**src/rtl/mdu_pkg.sv**
```systemverilog
// Shared types and constants for the iterative multiply/divide unit (mdu_iter).
// Opcode macros come from the shared execute-stage defines and are only supplied
// here if no earlier compilation unit has defined them.

`ifndef EXE_CMD_LEN
`define EXE_CMD_LEN 4
`endif
`ifndef OP_ADD
`define OP_ADD 4'd0
`endif
`ifndef OP_MUL
`define OP_MUL 4'd9
`endif
`ifndef OP_DIV
`define OP_DIV 4'd10
`endif
`ifndef OP_MOD
`define OP_MOD 4'd11
`endif

package mdu_pkg;

   localparam int unsigned XLEN   = 32;
   localparam int unsigned ITER_N = 32;
   localparam int unsigned CNT_W  = $clog2(ITER_N);
   localparam int unsigned CMD_W  = `EXE_CMD_LEN;

   typedef enum logic [1:0] {
      IDLE = 2'd0,
      BUSY = 2'd1,
      DONE = 2'd2
   } mdu_state_e;

   typedef enum logic [1:0] {
      OPK_MUL = 2'd0,
      OPK_DIV = 2'd1,
      OPK_MOD = 2'd2
   } mdu_op_e;

   // True for the commands this unit accepts
   function automatic logic is_mdu_cmd(input logic [CMD_W-1:0] cmd);
      return (cmd == `OP_MUL) || (cmd == `OP_DIV) || (cmd == `OP_MOD);
   endfunction

   // Map an accepted command onto the internal operation kind
   function automatic mdu_op_e decode_cmd(input logic [CMD_W-1:0] cmd);
      if (cmd == `OP_MUL)      return OPK_MUL;
      else if (cmd == `OP_DIV) return OPK_DIV;
      else                     return OPK_MOD;
   endfunction

endpackage

```
**src/rtl/mdu_iter_if.sv**
```systemverilog
// EX-stage <-> multiply/divide unit handshake and operand/result bus.

interface mdu_iter_if;
   import mdu_pkg::*;

   logic                 start;
   logic [CMD_W-1:0]     exe_cmd;
   logic [XLEN-1:0]      op_a;
   logic [XLEN-1:0]      op_b;
   logic [XLEN-1:0]      result;
   logic                 done;
   logic                 busy;
   logic                 div_by_zero;
   logic                 stall;

   // EX stage side
   modport master (
      output start, exe_cmd, op_a, op_b,
      input  result, done, busy, div_by_zero, stall
   );

   // Multiply/divide unit side
   modport slave (
      input  start, exe_cmd, op_a, op_b,
      output result, done, busy, div_by_zero, stall
   );
endinterface

```
**src/rtl/mdu_signfix.sv**
```systemverilog
// Sign handling for mdu_iter: operand magnitudes in, signed result out.

module mdu_signfix
   import mdu_pkg::*;
(
   input  logic [XLEN-1:0] i_a,
   input  logic [XLEN-1:0] i_b,
   output logic [XLEN-1:0] o_abs_a,
   output logic [XLEN-1:0] o_abs_b,
   input  logic [XLEN-1:0] i_mag,
   input  logic            i_neg,
   output logic [XLEN-1:0] o_fix
);

   // Two's-complement magnitudes; -2^31 maps to 32'h8000_0000 read as unsigned
   assign o_abs_a = i_a[XLEN-1] ? (-i_a) : i_a;
   assign o_abs_b = i_b[XLEN-1] ? (-i_b) : i_b;

   // Re-apply the result sign to the magnitude
   assign o_fix   = i_neg ? (-i_mag) : i_mag;

endmodule

```
**src/rtl/mdu_iter.sv**
```systemverilog
// Iterative multiply/divide/modulo unit for the EX stage.
// 32 shift-add / restoring-divide iterations on magnitudes plus one sign-fix cycle.
// Optional build macro MDU_FAST_MUL_EN: MUL completes in a single cycle.

module mdu_iter
   import mdu_pkg::*;
(
   input  logic       clk,
   input  logic       rst,
   mdu_iter_if.slave  bus
);

   mdu_state_e        r_state, w_state_nxt;
   mdu_op_e           r_op, w_op_nxt;
   logic [CNT_W-1:0]  r_cnt, w_cnt_nxt;
   logic              r_fin, w_fin_nxt;
   logic              r_sa, w_sa_nxt;
   logic              r_sb, w_sb_nxt;
   logic [XLEN-1:0]   r_opnd, w_opnd_nxt;
   logic [XLEN-1:0]   r_hi, w_hi_nxt;
   logic [XLEN-1:0]   r_lo, w_lo_nxt;
   logic [XLEN-1:0]   r_result, w_result_nxt;
   logic              r_dbz, w_dbz_nxt;
   logic              r_done, r_busy;

   logic              w_accept;
   mdu_op_e           w_op_in;
   logic [XLEN-1:0]   w_abs_a, w_abs_b;
   logic [XLEN-1:0]   w_fix_mag, w_fix;
   logic              w_fix_neg;
   logic [XLEN:0]     w_sum, w_shift, w_diff;
   logic              w_ge;
`ifdef MDU_FAST_MUL_EN
   logic [XLEN-1:0]   w_fast_prod;
`endif

   // Accept qualification and command decode
   assign w_accept = (r_state == IDLE) && bus.start && is_mdu_cmd(bus.exe_cmd);
   assign w_op_in  = decode_cmd(bus.exe_cmd);

   // Final magnitude/sign selection: MOD takes the remainder with the dividend sign
   assign w_fix_mag = (r_op == OPK_MOD) ? r_hi : r_lo;
   assign w_fix_neg = (r_op == OPK_MOD) ? r_sa : (r_sa ^ r_sb);

   mdu_signfix u_signfix (
      .i_a     (bus.op_a),
      .i_b     (bus.op_b),
      .o_abs_a (w_abs_a),
      .o_abs_b (w_abs_b),
      .i_mag   (w_fix_mag),
      .i_neg   (w_fix_neg),
      .o_fix   (w_fix)
   );

   // One shift-add step: {hi,lo} holds partial product with multiplier in lo
   assign w_sum   = {1'b0, r_hi} + (r_lo[0] ? {1'b0, r_opnd} : '0);

   // One restoring-divide step: hi is partial remainder, lo shifts dividend out / quotient in
   assign w_shift = {r_hi, r_lo[XLEN-1]};
   assign w_diff  = w_shift - {1'b0, r_opnd};
   assign w_ge    = ~w_diff[XLEN];

`ifdef MDU_FAST_MUL_EN
   // Single-cycle product; low word is identical for signed and unsigned operands
   assign w_fast_prod = bus.op_a * bus.op_b;
`endif

   // Next-state and datapath update
   always_comb begin
      w_state_nxt  = r_state;
      w_op_nxt     = r_op;
      w_cnt_nxt    = r_cnt;
      w_fin_nxt    = r_fin;
      w_sa_nxt     = r_sa;
      w_sb_nxt     = r_sb;
      w_opnd_nxt   = r_opnd;
      w_hi_nxt     = r_hi;
      w_lo_nxt     = r_lo;
      w_result_nxt = r_result;
      w_dbz_nxt    = r_dbz;

      case (r_state)
         IDLE: begin
            if (w_accept) begin
               w_op_nxt  = w_op_in;
               w_sa_nxt  = bus.op_a[XLEN-1];
               w_sb_nxt  = bus.op_b[XLEN-1];
               w_cnt_nxt = '0;
               w_fin_nxt = 1'b0;
               w_hi_nxt  = '0;
               w_dbz_nxt = 1'b0;
               if (w_op_in == OPK_MUL) begin
                  w_opnd_nxt = w_abs_a;
                  w_lo_nxt   = w_abs_b;
               end else begin
                  w_opnd_nxt = w_abs_b;
                  w_lo_nxt   = w_abs_a;
               end

               if ((w_op_in != OPK_MUL) && (bus.op_b == '0)) begin
                  w_state_nxt  = DONE;
                  w_dbz_nxt    = 1'b1;
                  w_result_nxt = (w_op_in == OPK_DIV) ? '1 : bus.op_a;
               end
`ifdef MDU_FAST_MUL_EN
               else if (w_op_in == OPK_MUL) begin
                  w_state_nxt  = DONE;
                  w_result_nxt = w_fast_prod;
               end
`endif
               else begin
                  w_state_nxt = BUSY;
               end
            end
         end

         BUSY: begin
            if (r_fin) begin
               w_result_nxt = w_fix;
               w_state_nxt  = DONE;
            end else begin
               if (r_op == OPK_MUL) begin
                  w_hi_nxt = w_sum[XLEN:1];
                  w_lo_nxt = {w_sum[0], r_lo[XLEN-1:1]};
               end else begin
                  w_hi_nxt = w_ge ? w_diff[XLEN-1:0] : w_shift[XLEN-1:0];
                  w_lo_nxt = {r_lo[XLEN-2:0], w_ge};
               end
               w_cnt_nxt = r_cnt + CNT_W'(1);
               if (r_cnt == CNT_W'(ITER_N - 1)) w_fin_nxt = 1'b1;
            end
         end

         DONE: begin
            w_state_nxt = IDLE;
            w_dbz_nxt   = 1'b0;
         end

         default: begin
            w_state_nxt = IDLE;
         end
      endcase
   end

   // State, datapath and registered outputs
   always_ff @(posedge clk or posedge rst) begin
      if (rst) begin
         r_state  <= IDLE;
         r_op     <= OPK_MUL;
         r_cnt    <= '0;
         r_fin    <= 1'b0;
         r_sa     <= 1'b0;
         r_sb     <= 1'b0;
         r_opnd   <= '0;
         r_hi     <= '0;
         r_lo     <= '0;
         r_result <= '0;
         r_dbz    <= 1'b0;
         r_done   <= 1'b0;
         r_busy   <= 1'b0;
      end else begin
         r_state  <= w_state_nxt;
         r_op     <= w_op_nxt;
         r_cnt    <= w_cnt_nxt;
         r_fin    <= w_fin_nxt;
         r_sa     <= w_sa_nxt;
         r_sb     <= w_sb_nxt;
         r_opnd   <= w_opnd_nxt;
         r_hi     <= w_hi_nxt;
         r_lo     <= w_lo_nxt;
         r_result <= w_result_nxt;
         r_dbz    <= w_dbz_nxt;
         r_done   <= (w_state_nxt == DONE);
         r_busy   <= (w_state_nxt == BUSY);
      end
   end

   assign bus.result      = r_result;
   assign bus.done        = r_done;
   assign bus.busy        = r_busy;
   assign bus.div_by_zero = r_dbz;
   // Pipeline freeze: combinational so EX holds in the accept cycle itself
   assign bus.stall       = ~rst & (w_accept | (r_state == BUSY));

endmodule

```
**src/flat_wrapper.sv**
```systemverilog
// flat-port wrapper written by rule: the top's interface ports become plain ports
module mdu_iter_flat import mdu_pkg::*;
  (clk, rst, bus_start, bus_exe_cmd, bus_op_a, bus_op_b, bus_result, bus_done, bus_busy, bus_div_by_zero, bus_stall);
  mdu_iter_if bus_i ();
  input  logic clk;
  input  logic rst;
  input wire logic [$bits(bus_i.start)-1:0] bus_start;
  input wire logic [$bits(bus_i.exe_cmd)-1:0] bus_exe_cmd;
  input wire logic [$bits(bus_i.op_a)-1:0] bus_op_a;
  input wire logic [$bits(bus_i.op_b)-1:0] bus_op_b;
  output wire logic [$bits(bus_i.result)-1:0] bus_result;
  output wire logic [$bits(bus_i.done)-1:0] bus_done;
  output wire logic [$bits(bus_i.busy)-1:0] bus_busy;
  output wire logic [$bits(bus_i.div_by_zero)-1:0] bus_div_by_zero;
  output wire logic [$bits(bus_i.stall)-1:0] bus_stall;
  assign bus_i.start = bus_start;
  assign bus_i.exe_cmd = bus_exe_cmd;
  assign bus_i.op_a = bus_op_a;
  assign bus_i.op_b = bus_op_b;
  assign bus_result = bus_i.result;
  assign bus_done = bus_i.done;
  assign bus_busy = bus_i.busy;
  assign bus_div_by_zero = bus_i.div_by_zero;
  assign bus_stall = bus_i.stall;
  mdu_iter u_core (.clk(clk), .rst(rst), .bus(bus_i));
endmodule
```
**config.mk**
```make
export PLATFORM = sky130hd
export DESIGN_NAME = mdu_iter_flat
export DESIGN_NICKNAME = d
export VERILOG_FILES = /design/src/rtl/mdu_pkg.sv /design/src/rtl/mdu_iter_if.sv /design/src/rtl/mdu_signfix.sv /design/src/rtl/mdu_iter.sv /design/src/flat_wrapper.sv
export SDC_FILE = /design/constraint.sdc
export NUM_CORES = 1
export LEC_CHECK = 0
export BUFFER_PORTS_ARGS = -buffer_cell sky130_fd_sc_hd__buf_4
export CORE_ASPECT_RATIO = 0.9
export CORE_MARGIN = 10
export CORE_UTILIZATION = 30
export DETAILED_ROUTE_END_ITERATION = 10
export SETUP_SLACK_MARGIN = 0.3
export SYNTH_ARGS = -nofsm -noshare
export SYNTH_HDL_FRONTEND = slang
export SYNTH_SLANG_ARGS = --single-unit
export TNS_END_PERCENT = 20
```
**constraint.sdc**
```tcl
create_clock -name clk -period 14.74 [get_ports clk]
set_clock_uncertainty 0.05 [all_clocks]
set_input_delay 2.948 -clock clk [delete_from_list [all_inputs] [get_ports clk]]
set_output_delay 2.948 -clock clk [all_outputs]
set_load 0.05 [all_outputs]
```
==> flow_metrics.py <==
metrics = {
    "outcome": {
        "status": "complete, no violations",
    },
    "cts": {
        "cts.path.max_buffers": 2,
        "clock-sinks": 143,
        "path_clk_slew_ns": 0.07,
        "cts_hold_buf": 0,
        "clk_latency_ns": 0.45,
        "cts-resized-gates": 0,
        "root_buffer": "clkbuf_16",
        "cts_tree": "built",
        "cts_setup_buffers": 0,
        "cts_buffers": 17,
        "cts_max_level": 4,
    },
    "floorplan": {
        "initial_utilization_pct": 30.39,
        "die_h_um": 221.0,
        "rows": 73,
        "die_area_sq_um": 53750,
        "ioPinCount": 107,
        "coreArea_sq_um": 44300,
        "die_width_um": 243.3,
    },
    "setup_path": {
        "max_stage_delay_ns": 0.37,
        "critPathSlowestCell": "buf_4",
        "cp_data_arrival_time_ns": 4.44,
        "cp.buffers_inverters": 3,
        "cp_data_required_time_ns": 11.74,
        "startpoint": "bus_exe_cmd[2]",
        "crit_path_end_kind": "primary output",
        "regToRegStartpoint": "u_core.r_lo[0]$_DFFE_PP0P_",
        "crit_family": "buffers and inverters",
        "crit_type": "in2out",
        "worstPathCellList": "buf_4, nor2b_1, o2111ai_4, buf_4, a21oi_1, buf_4",
        "start_kind": "input pin",
        "path_common_cell": "buf_4",
        "critPathMaxFanout": 68,
    },
    "yosys": {
        "synth_area_sq_um": 13460,
        "synth_mux_area_share_pct": 5.726,
        "synth_adder_area_share_pct": 6.711,
        "synth_cells": 1755,
        "ys_seq_elements": 143,
        "synth_edf_count": 0,
        "synth-simple-area-share_pct": 20.53,
        "yosysWarnings": 0,
        "synth_compound_area_share_pct": 26.46,
        "synth_xor_area_share_pct": 9.175,
        "synth_cell_types": 86,
        "synth.net_count": 1897,
        "synth_flop_cell": "dfrtp_1",
        "ys_seq_area_share_pct": 26.58,
        "synth.avg_cell_area_sq_um": 7.670,
        "synth_top_family_by_area": "compound AO/OA/AOI/OAI gates",
        "async_flop_share_pct": 100.0,
    },
    "power_and_ir_drop": {
        "total_power_w": 0.004168,
        "vdd_drop_max_uv": 118.3,
        "total_leakage_power_nw": 6.590,
        "cellPowerDensity_nw_per_um2": 270.2,
    },
    "global_route": {
        "overflow": 0,
        "antenna_found_initial": 0,
        "grt_usage_pct": 16.18,
        "grt_pass1_wl_um": 70590,
        "grt_pass1_vias": 12456,
        "grt_start_max_net_pins": 86,
    },
    "layout": {
        "drive_gt1_share_pct": 11.10,
        "final_common_cell": "a21oi_1",
        "fillers": 4692,
        "seqCellArea_sq_um": 3578,
        "multi_input_area_sq_um": 9286,
        "fin_nets": 1940,
        "diodes": 0,
        "area_delta_synth_final_pct": 14.59,
        "utilization_pct": 34.82,
        "mostFrequentLayoutCells": "217 x a21oi_1, 186 x nor2_1, 176 x nand2_1",
    },
    "detailed_routing": {
        "vias": 13281,
        "routed_wirelength_um": 45080,
        "detail_route.first_pass.iterations": 5,
        "drtIter0Drc": 1280,
        "drc_errors": 0,
        "wl_per_cell_um": 18.71,
        "ant_nets": 0,
        "detail_route.vias_per_cell": 5.511,
    },
    "sta": {
        "timing.final.crit_share_pct": 50.48,
        "tightest_slew_ns": 1.310,
        "fmax_mhz": 134.4,
        "slew_viol_final": 0,
        "timing.hold.ws_ns": 0.4365,
        "hold_violations": 0,
        "setup-tns-final_ns": 0,
        "grt_setup_unrepaired": "no",
        "relSlewSlack_pct": 12.07,
        "setup_violations": 0,
        "min_period_ns": 7.440,
    },
    "min_path": {
        "hold_start": "u_core.r_sb$_DFFE_PP0P_",
        "hp-class": "reg2reg",
    },
    "place": {
        "gp_congestion": 0.9034,
        "hpwl_um": 34370,
        "io_buffers": 106,
    },
    "run": {
        "cap_violations": 0,
    },
}
[synthesized netlist by cell type, drive strengths merged, types with 4 or more instances]
cell type	instances	share of area, %
a31oi	13	0.60
o31a	5	0.33
nor2	189	5.3
o22ai	33	1.5
o21ai	145	5.4
or2	11	0.51
ha	69	6.4
nor4	14	0.76
inv	65	1.8
o21a	13	0.73
mux2	8	0.67
nor2b	14	0.65
nand2b	17	0.85
a41oi	4	0.32
buf	21	0.82
o221ai	5	0.33
clkbuf	78	2.2
a211oi	11	0.61
a221oi	5	0.46
o41ai	10	0.82
nand4	16	0.74
and3	6	0.28
a21o	23	1.3
a221o	7	0.52
nor3b	7	0.39
nand3	20	0.74
o2111ai	4	0.26
nor3	37	1.4
xor2	69	4.5
o31ai	25	1.4
o211ai	14	0.78
a21oi	217	8.1
nand2	176	4.9
dfrtp	143	27
or4	7	0.42
or3	18	0.91
a31o	4	0.26
mux2i	68	5.1
xnor2	72	4.7
and2	38	1.8
a22oi	9	0.50
[layout make-up]
cell class,count,area share [%]
repair buffers,123,5.986
clock buffers,19,2.936
well taps,600,4.867
clock inverters,12,1.192
inverters,65,1.614
multi-input cells,1448,60.20
flip-flops and latches,143,23.20
[routing by layer]
layer  share of wire, %  GRT usage (%)  up-vias
met5                  0              0        -
met4                1.6          4.014        0
met3                5.3          2.156       46
met2                 47          26.15      381
met1                 46          22.28     6431
li1                   -              -     6423
[report_power, final]
group	total [W]	internal [W]	leakage (nW)	switching (W)
Sequential	0.000808	0.000579	1.74	0.000229
Clock	0.000483	0.000293	0.306	0.000191
Combinational	0.00288	0.00110	4.55	0.00178
[registers in the layout, indices dropped and copies added (netlist names)]
| name | count |
|---|---|
| u_core.bus.result | 32 |
| u_core.r_hi | 32 |
| u_core.r_lo | 32 |
| u_core.r_opnd | 32 |
| u_core.r_cnt | 5 |
| u_core.r_op | 2 |
| u_core.r_state | 2 |
| u_core.bus.busy | 1 |
| u_core.bus.div_by_zero | 1 |
| u_core.bus.done | 1 |
| u_core.r_fin | 1 |
| u_core.r_sa | 1 |
| u_core.r_sb | 1 |
[worst min-delay path: cells and delay by family, from the launching register on]
family | cells | cell delay, ns
and+or+nand+nor | 2 | 0.11
DFF | 1 | 0.35
[cell families after synthesis]
| logic type | count (synthesis) |
|---|---|
| simple gates | 582 |
| flops | 143 |
| mux | 76 |
| xor+xnor | 141 |
| buf+inv | 164 |
| compound gates | 578 |
| fa+ha+maj | 71 |
[through the flow]
step	worst slack (ns)	instances	instance area, sq um
after CTS	7.298	2410	15420
after global routing	7.173	2410	15420
after detailed placement	7.298	2379	14790
after global placement	7.357	2379	14790
final	7.300	2410	15420
after floorplan	7.120	1755	13460
[final timing paths]
check                                              endpoint  slack, ns  cells after the start
max                                               bus_stall       7.30                      6
min                                 u_core.r_sb$_DFFE_PP0P_       0.44                      2
max reg2reg                     u_core.r_hi[21]$_DFFE_PP0P_      10.28                     14
min reg2reg                         u_core.r_sb$_DFFE_PP0P_       0.44                      2
max in group asynchronous     u_core.r_opnd[14]$_DFFE_PP0P_      10.63                      3
min in group asynchronous  u_core.bus.result[6]$_DFFE_PP0P_       2.63                      2
Note: power is estimated with default switching activity, not from simulation.
